--- src/rtl/mcla_pipe_adder.sv ---
// Pipelined adder/subtractor built from 4-bit MCLA blocks with two-level lookahead.
// The block chain is cut into STAGES register stages, and the carry between stages is registered.
module mcla_pipe_adder #(
    parameter int WIDTH  = 20,
    parameter int STAGES = 2
) (
    input  logic             clk,
    input  logic             rst_n,
    input  logic             in_valid,
    output logic             in_ready,
    input  logic [WIDTH-1:0] a,
    input  logic [WIDTH-1:0] b,
    input  logic             cin,
    input  logic             sub,
    output logic             out_valid,
    input  logic             out_ready,
    output logic [WIDTH-1:0] s,
    output logic             cout,
    output logic             ovf
);
    localparam int NB  = WIDTH / 4;
    localparam int BPS = (NB + STAGES - 1) / STAGES;

    // Handshake: a beat transfers on a rising edge when valid && ready on that side.
    // The pipe moves as a unit whenever the output register is empty or being drained,
    // so in_ready mirrors that advance enable.
    logic en;
    assign en       = !out_valid || out_ready;
    assign in_ready = en;

    logic [WIDTH-1:0]  a_q  [STAGES];
    logic [WIDTH-1:0]  bx_q [STAGES];
    logic [WIDTH-1:0]  s_q  [STAGES];
    logic [STAGES-1:0] c_q, cm_q, v_q;
    logic              ovf_q;

    logic [WIDTH-1:0]  a_n  [STAGES];
    logic [WIDTH-1:0]  bx_n [STAGES];
    logic [WIDTH-1:0]  s_n  [STAGES];
    logic [STAGES-1:0] c_n, cm_n, v_in;

    function automatic logic [1:0] blk_gp(input logic [3:0] x, input logic [3:0] y);
        logic [3:0] g;
        logic [3:0] p;
        g = x & y;
        p = x ^ y;
        blk_gp[1] = g[3] | (p[3] & g[2]) | (p[3] & p[2] & g[1]) | (p[3] & p[2] & p[1] & g[0]);
        blk_gp[0] = &p;
    endfunction

    // Returns {carry into bit 3, 4-bit sum}.
    function automatic logic [4:0] blk_sum(input logic [3:0] x, input logic [3:0] y, input logic c0);
        logic [3:0] g;
        logic [3:0] p;
        logic [3:0] c;
        g = x & y;
        p = x ^ y;
        c[0] = c0;
        c[1] = g[0] | (p[0] & c0);
        c[2] = g[1] | (p[1] & g[0]) | (p[1] & p[0] & c0);
        c[3] = g[2] | (p[2] & g[1]) | (p[2] & p[1] & g[0]) | (p[2] & p[1] & p[0] & c0);
        blk_sum = {c[3], p ^ c};
    endfunction

    for (genvar k = 0; k < STAGES; k++) begin : g_stage
        localparam int LO = (k * BPS < NB) ? k * BPS : NB;
        localparam int HI = ((k + 1) * BPS < NB) ? (k + 1) * BPS : NB;

        logic [WIDTH-1:0] a_i, bx_i, s_i, s_o;
        logic             c_i, cm_i, cm_o;
        logic [NB-1:0]    g, p;
        logic [NB:0]      bc;
        logic             acc, term;
        logic [4:0]       blk;

        if (k == 0) begin : g_head
            assign a_i  = a;
            assign bx_i = sub ? ~b : b;
            assign s_i  = '0;
            assign c_i  = sub | cin;
            assign cm_i = 1'b0;
        end else begin : g_body
            assign a_i  = a_q[k-1];
            assign bx_i = bx_q[k-1];
            assign s_i  = s_q[k-1];
            assign c_i  = c_q[k-1];
            assign cm_i = cm_q[k-1];
        end

        // Each block carry is a flat sum of products of block g/p and the stage carry-in.
        always_comb begin
            g    = '0;
            p    = '0;
            bc   = '0;
            acc  = 1'b0;
            term = 1'b0;
            blk  = '0;
            s_o  = s_i;
            cm_o = cm_i;
            for (int j = LO; j < HI; j++) begin
                {g[j], p[j]} = blk_gp(a_i[4*j +: 4], bx_i[4*j +: 4]);
            end
            bc[LO] = c_i;
            for (int j = LO + 1; j <= HI; j++) begin
                acc = c_i;
                for (int i = LO; i < j; i++) acc = acc & p[i];
                for (int i = LO; i < j; i++) begin
                    term = g[i];
                    for (int m = i + 1; m < j; m++) term = term & p[m];
                    acc = acc | term;
                end
                bc[j] = acc;
            end
            for (int j = LO; j < HI; j++) begin
                blk = blk_sum(a_i[4*j +: 4], bx_i[4*j +: 4], bc[j]);
                s_o[4*j +: 4] = blk[3:0];
                if (j == NB - 1) cm_o = blk[4];
            end
        end

        assign a_n[k]  = a_i;
        assign bx_n[k] = bx_i;
        assign s_n[k]  = s_o;
        assign c_n[k]  = bc[HI];
        assign cm_n[k] = cm_o;
    end

    always_comb begin
        v_in    = '0;
        v_in[0] = in_valid;
        for (int k = 1; k < STAGES; k++) v_in[k] = v_q[k-1];
    end

    // Data registers load only with a valid beat, so bubbles hold the last value.
    always_ff @(posedge clk or negedge rst_n) begin
        if (!rst_n) begin
            v_q   <= '0;
            c_q   <= '0;
            cm_q  <= '0;
            ovf_q <= 1'b0;
            for (int k = 0; k < STAGES; k++) begin
                a_q[k]  <= '0;
                bx_q[k] <= '0;
                s_q[k]  <= '0;
            end
        end else if (en) begin
            v_q <= v_in;
            for (int k = 0; k < STAGES; k++) begin
                if (v_in[k]) begin
                    a_q[k]  <= a_n[k];
                    bx_q[k] <= bx_n[k];
                    s_q[k]  <= s_n[k];
                    c_q[k]  <= c_n[k];
                    cm_q[k] <= cm_n[k];
                end
            end
            if (v_in[STAGES-1]) ovf_q <= cm_n[STAGES-1] ^ c_n[STAGES-1];
        end
    end

    assign out_valid = v_q[STAGES-1];
    assign s         = s_q[STAGES-1];
    assign cout      = c_q[STAGES-1];
    assign ovf       = ovf_q;

endmodule

--- config.mk ---
export PLATFORM = sky130hd
export DESIGN_NAME = mcla_pipe_adder
export DESIGN_NICKNAME = d
export VERILOG_FILES = /design/src/rtl/mcla_pipe_adder.sv
export SDC_FILE = /design/constraint.sdc
export NUM_CORES = 1
export LEC_CHECK = 0
export CORE_ASPECT_RATIO = 1.1
export CORE_MARGIN = 1
export CORE_UTILIZATION = 63
export CTS_CLUSTER_DIAMETER = 80
export CTS_CLUSTER_SIZE = 20
export DETAILED_ROUTE_END_ITERATION = 7
export DONT_BUFFER_PORTS = 1
export PLACE_DENSITY = 0.77
export SLEW_MARGIN = 5
export SYNTH_ARGS = -nofsm -noshare
export SYNTH_HDL_FRONTEND = slang
export SYNTH_SLANG_ARGS = --single-unit
--- constraint.sdc ---
create_clock -name clk -period 2.4 [get_ports clk]
set_input_delay 0.24 -clock clk [delete_from_list [all_inputs] [get_ports clk]]
set_output_delay 0.24 -clock clk [all_outputs]
set_load 0.005 [all_outputs]
==> flow_summary_export.csv <==
group,metric,value,unit
job,drv_cap,0,
finish,postLayoutCoreUtil,0.705,
clock_network,cts-root-buf,"clkbuf_8",
finish,layout.nets,353,
sta,rsz0062_at_grt,"false",
sta,finalMaxSlewViolations,0,
outcome,status,"complete, no violations",
power_and_ir_drop,p_clk_frac,0.183,
grt,antenna_found_initial,0,
synthesis,syn_area,2890,µm²
power_and_ir_drop,p_leak,1.47,nW
place,dp.cells,327,
grt,grt_util_all_layers,0.235,
synthesis,syn_inst,280,
power_and_ir_drop,power.density,861,nW/µm²
detailed_routing,drt-initial-drc-count,73,
critical_path,worstSetupStartpoint,"g_stage[1].a_i[12]",
critical_path,r2r_start,"g_stage[1].a_i[12]",
synthesis,synth_nets,351,
synthesis,ys.flop_type,"dfrtp_1",
critical_path,worstPathRequired,2600,ps
clock_network,clk_pin_slew,90,ps
die,die-area,4860,µm²
die,start_util,0.664,
detailed_routing,dr.pass1.iters,4,
sta,setup_tns,0,ps
place,detailed_place.area,2940,µm²
min_path,hp-class,"input pin to flop",
synthesis,synthArstFlopShare,1.00,
power_and_ir_drop,switching_share,0.336,
critical_path,endpoint,"s[16]",
synthesis,synth_warnings,0,
detailed_routing,antenna_left,0,
die,fp-row-count,25,
grt,grt_overflow,0,
clock_network,htreeDepth,2,
critical_path,r2r-end,"s[16]",
sta,final-setup-viol-count,0,
sta,final_hold_viol_count,0,
synthesis,synth.avg_cell_area,10.3,µm²
die,fp.dieW,66.6,µm
critical_path,critical_path_class,"flop to flop",
synthesis,ys_ff_latch,53,
critical_path,cp-end-kind,"flop",
critical_path,path_max_fanout,2,
finish,fin_area,3060,µm²
synthesis,synth-edff-count,0,
grt,grt_pass1_wl,8.44,mm
critical_path,startpoint_type,"flop",
synthesis,ys_types,37,
power_and_ir_drop,finalPower,2.64,mW
detailed_routing,wirelength,5.03,mm
clock_network,cts_sinks,53,
clock_network,cts_tree,"yes",
power_and_ir_drop,p_int,1.75,mW
detailed_routing,vias_per_cell,5.55,
place,dpl.hpwl,3.79,mm
die,pin_count,70,
place,place.gp.congestion,0.787,
power_and_ir_drop,p_switching,0.886,mW
finish,antenna_cells,0,
power_and_ir_drop,seqPwrFrac,0.527,
sta,fin_crit_sh,0.937,
sta,max-slew-margin-rel,0.633,
sta,clock_skew,6.26,ps
grt,grt_pass1_vias,1896,
grt,grt_max_degree,54,
clock_network,insertion_delay,300,ps
clock_network,cts_buffer_depth,2,
critical_path,cp.arrival,2440,ps
clock_network,numCtsBuffers,5,
finish,stdcell_count,337,
detailed_routing,vias,1872,
finish,drive_gt1_frac,0.0601,
detailed_routing,drc,0,
detailed_routing,detail_route.wl_per_cell,14.9,µm
power_and_ir_drop,ir_drop,0.396,mV
finish,area_delta_synth_final,6.11,%
finish,final_cell_mix,"57 x nand2_1, 53 x dfrtp_1, 31 x o21ai_1",
sta,max_freq,0.445,GHz
die,core-area,4350,µm²
sta,period_minus_slack,2250,ps
finish,layout_commonest_cell,"nand2_1",
sta,worst_pin_slew,550,ps
critical_path,r2r_cells,8,
power_and_ir_drop,combPwrFrac,0.291,
critical_path,r2r_slack,150,ps
die,die_h,73.0,µm
synthesis,synth_seq_area_share,0.459,
place,portBuffers,0,
-- power groups by stage --
stage	clock network [mW]	logic, mW	registers (mW)
floorplan	0	0.631	1.35
global placement	0	0.715	1.40
detailed placement	0	0.748	1.42
CTS	0.496	0.775	1.40
global route	0.529	0.883	1.44
finish	0.483	0.767	1.39
-- synth_stat cells, types with 2 or more instances --
| cell type | number | area [µm²] |
|---|---|---|
| o21ai_1 | 31 | 155 |
| ha_1 | 20 | 250 |
| inv_1 | 11 | 41.3 |
| clkbuf_1 | 8 | 30.0 |
| nor2_1 | 7 | 26.3 |
| buf_1 | 3 | 11.3 |
| mux2_1 | 13 | 146 |
| o21ai_0 | 4 | 20.0 |
| xnor2_1 | 13 | 114 |
| nand2b_1 | 3 | 18.8 |
| dfrtp_1 | 53 | 1330 |
| o311ai_1 | 2 | 17.5 |
| xor2_1 | 19 | 166 |
| a21o_1 | 4 | 30.0 |
| fa_1 | 5 | 100 |
| a21oi_1 | 6 | 30.0 |
| nor3_1 | 2 | 10.0 |
| nand2_1 | 57 | 214 |
-- layer usage --
layer | global-route usage | vias to the layer above | routed length (µm)
li1 | - | 950 | -
met1 | 0.273 | 867 | 2060
met2 | 0.413 | 49 | 2620
met3 | 0.0656 | 6 | 279
met4 | 0.0780 | 0 | 81
met5 | 0 | - | 0
-- logic make-up after synthesis --
kind of cell	after synthesis	synth area share
flip-flops	53	0.459
adder cells (fa/ha/maj)	25	0.121
XOR/XNOR	32	0.0971
AO/OA/AOI/OAI	59	0.133
multiplexers	14	0.0542
AND/OR/NAND/NOR	74	0.105
buffers and inverters	23	0.0299
-- registers in the layout, summed over array words and instances (netlist names) --
name and count:
g_stage.s_i 12, c_q 2, v_q 2, g_stage.a_i 8
ovf 1, g_stage.bx_i 8, s 20
-- through the flow --
stage	hold WS (ps)	setup WS [ps]
5_1_grt	20.4	21.7
6_report	33.7	152
4_1_cts	25.1	163
3_5_place_dp	-54.4	142
3_3_place_gp	-54.1	177
2_1_floorplan	-55.6	25.0
-- cell type report --
| class | instances | area, µm² |
|---|---|---|
| clock buffer | 6 | 72.6 |
| clock inverter | 2 | 10.0 |
| fill | 332 | 1280 |
| inverter | 12 | 45.0 |
| multi-input combinational | 204 | 1480 |
| sequential | 53 | 1330 |
| tap | 54 | 67.6 |
| timing repair buffer | 6 | 67.6 |
-- worst max-delay path: stages (launching register included) --
cell,delay [ps]
dfrtp_1,400
ha_1,290
a21o_1,180
a21oi_1,220
nor2_1,80
o21ai_0,160
nand2b_1,90
fa_1,440
mux2_1,290
-- worst min-delay path by stage --
stage          startpoint            endpoint  slack (ps)  cells after the start
5_1_grt             a[18]  g_stage[1].a_i[18]          20                      2
2_1_floorplan       rst_n              c_q[0]         -60                      0
3_3_place_gp        rst_n               s[12]         -50                      0
6_report            a[18]  g_stage[1].a_i[18]          30                      2
4_1_cts             a[18]  g_stage[1].a_i[18]          30                      2
3_5_place_dp        rst_n               s[12]         -50                      0
-- repair_timing --
action	4_1_cts	5_1_grt
gates resized for setup	0	0
endpoints found under the hold margin	53	0
buffers inserted	0	0
hold buffers	2	0
Note: power is estimated with default switching activity, not from simulation.
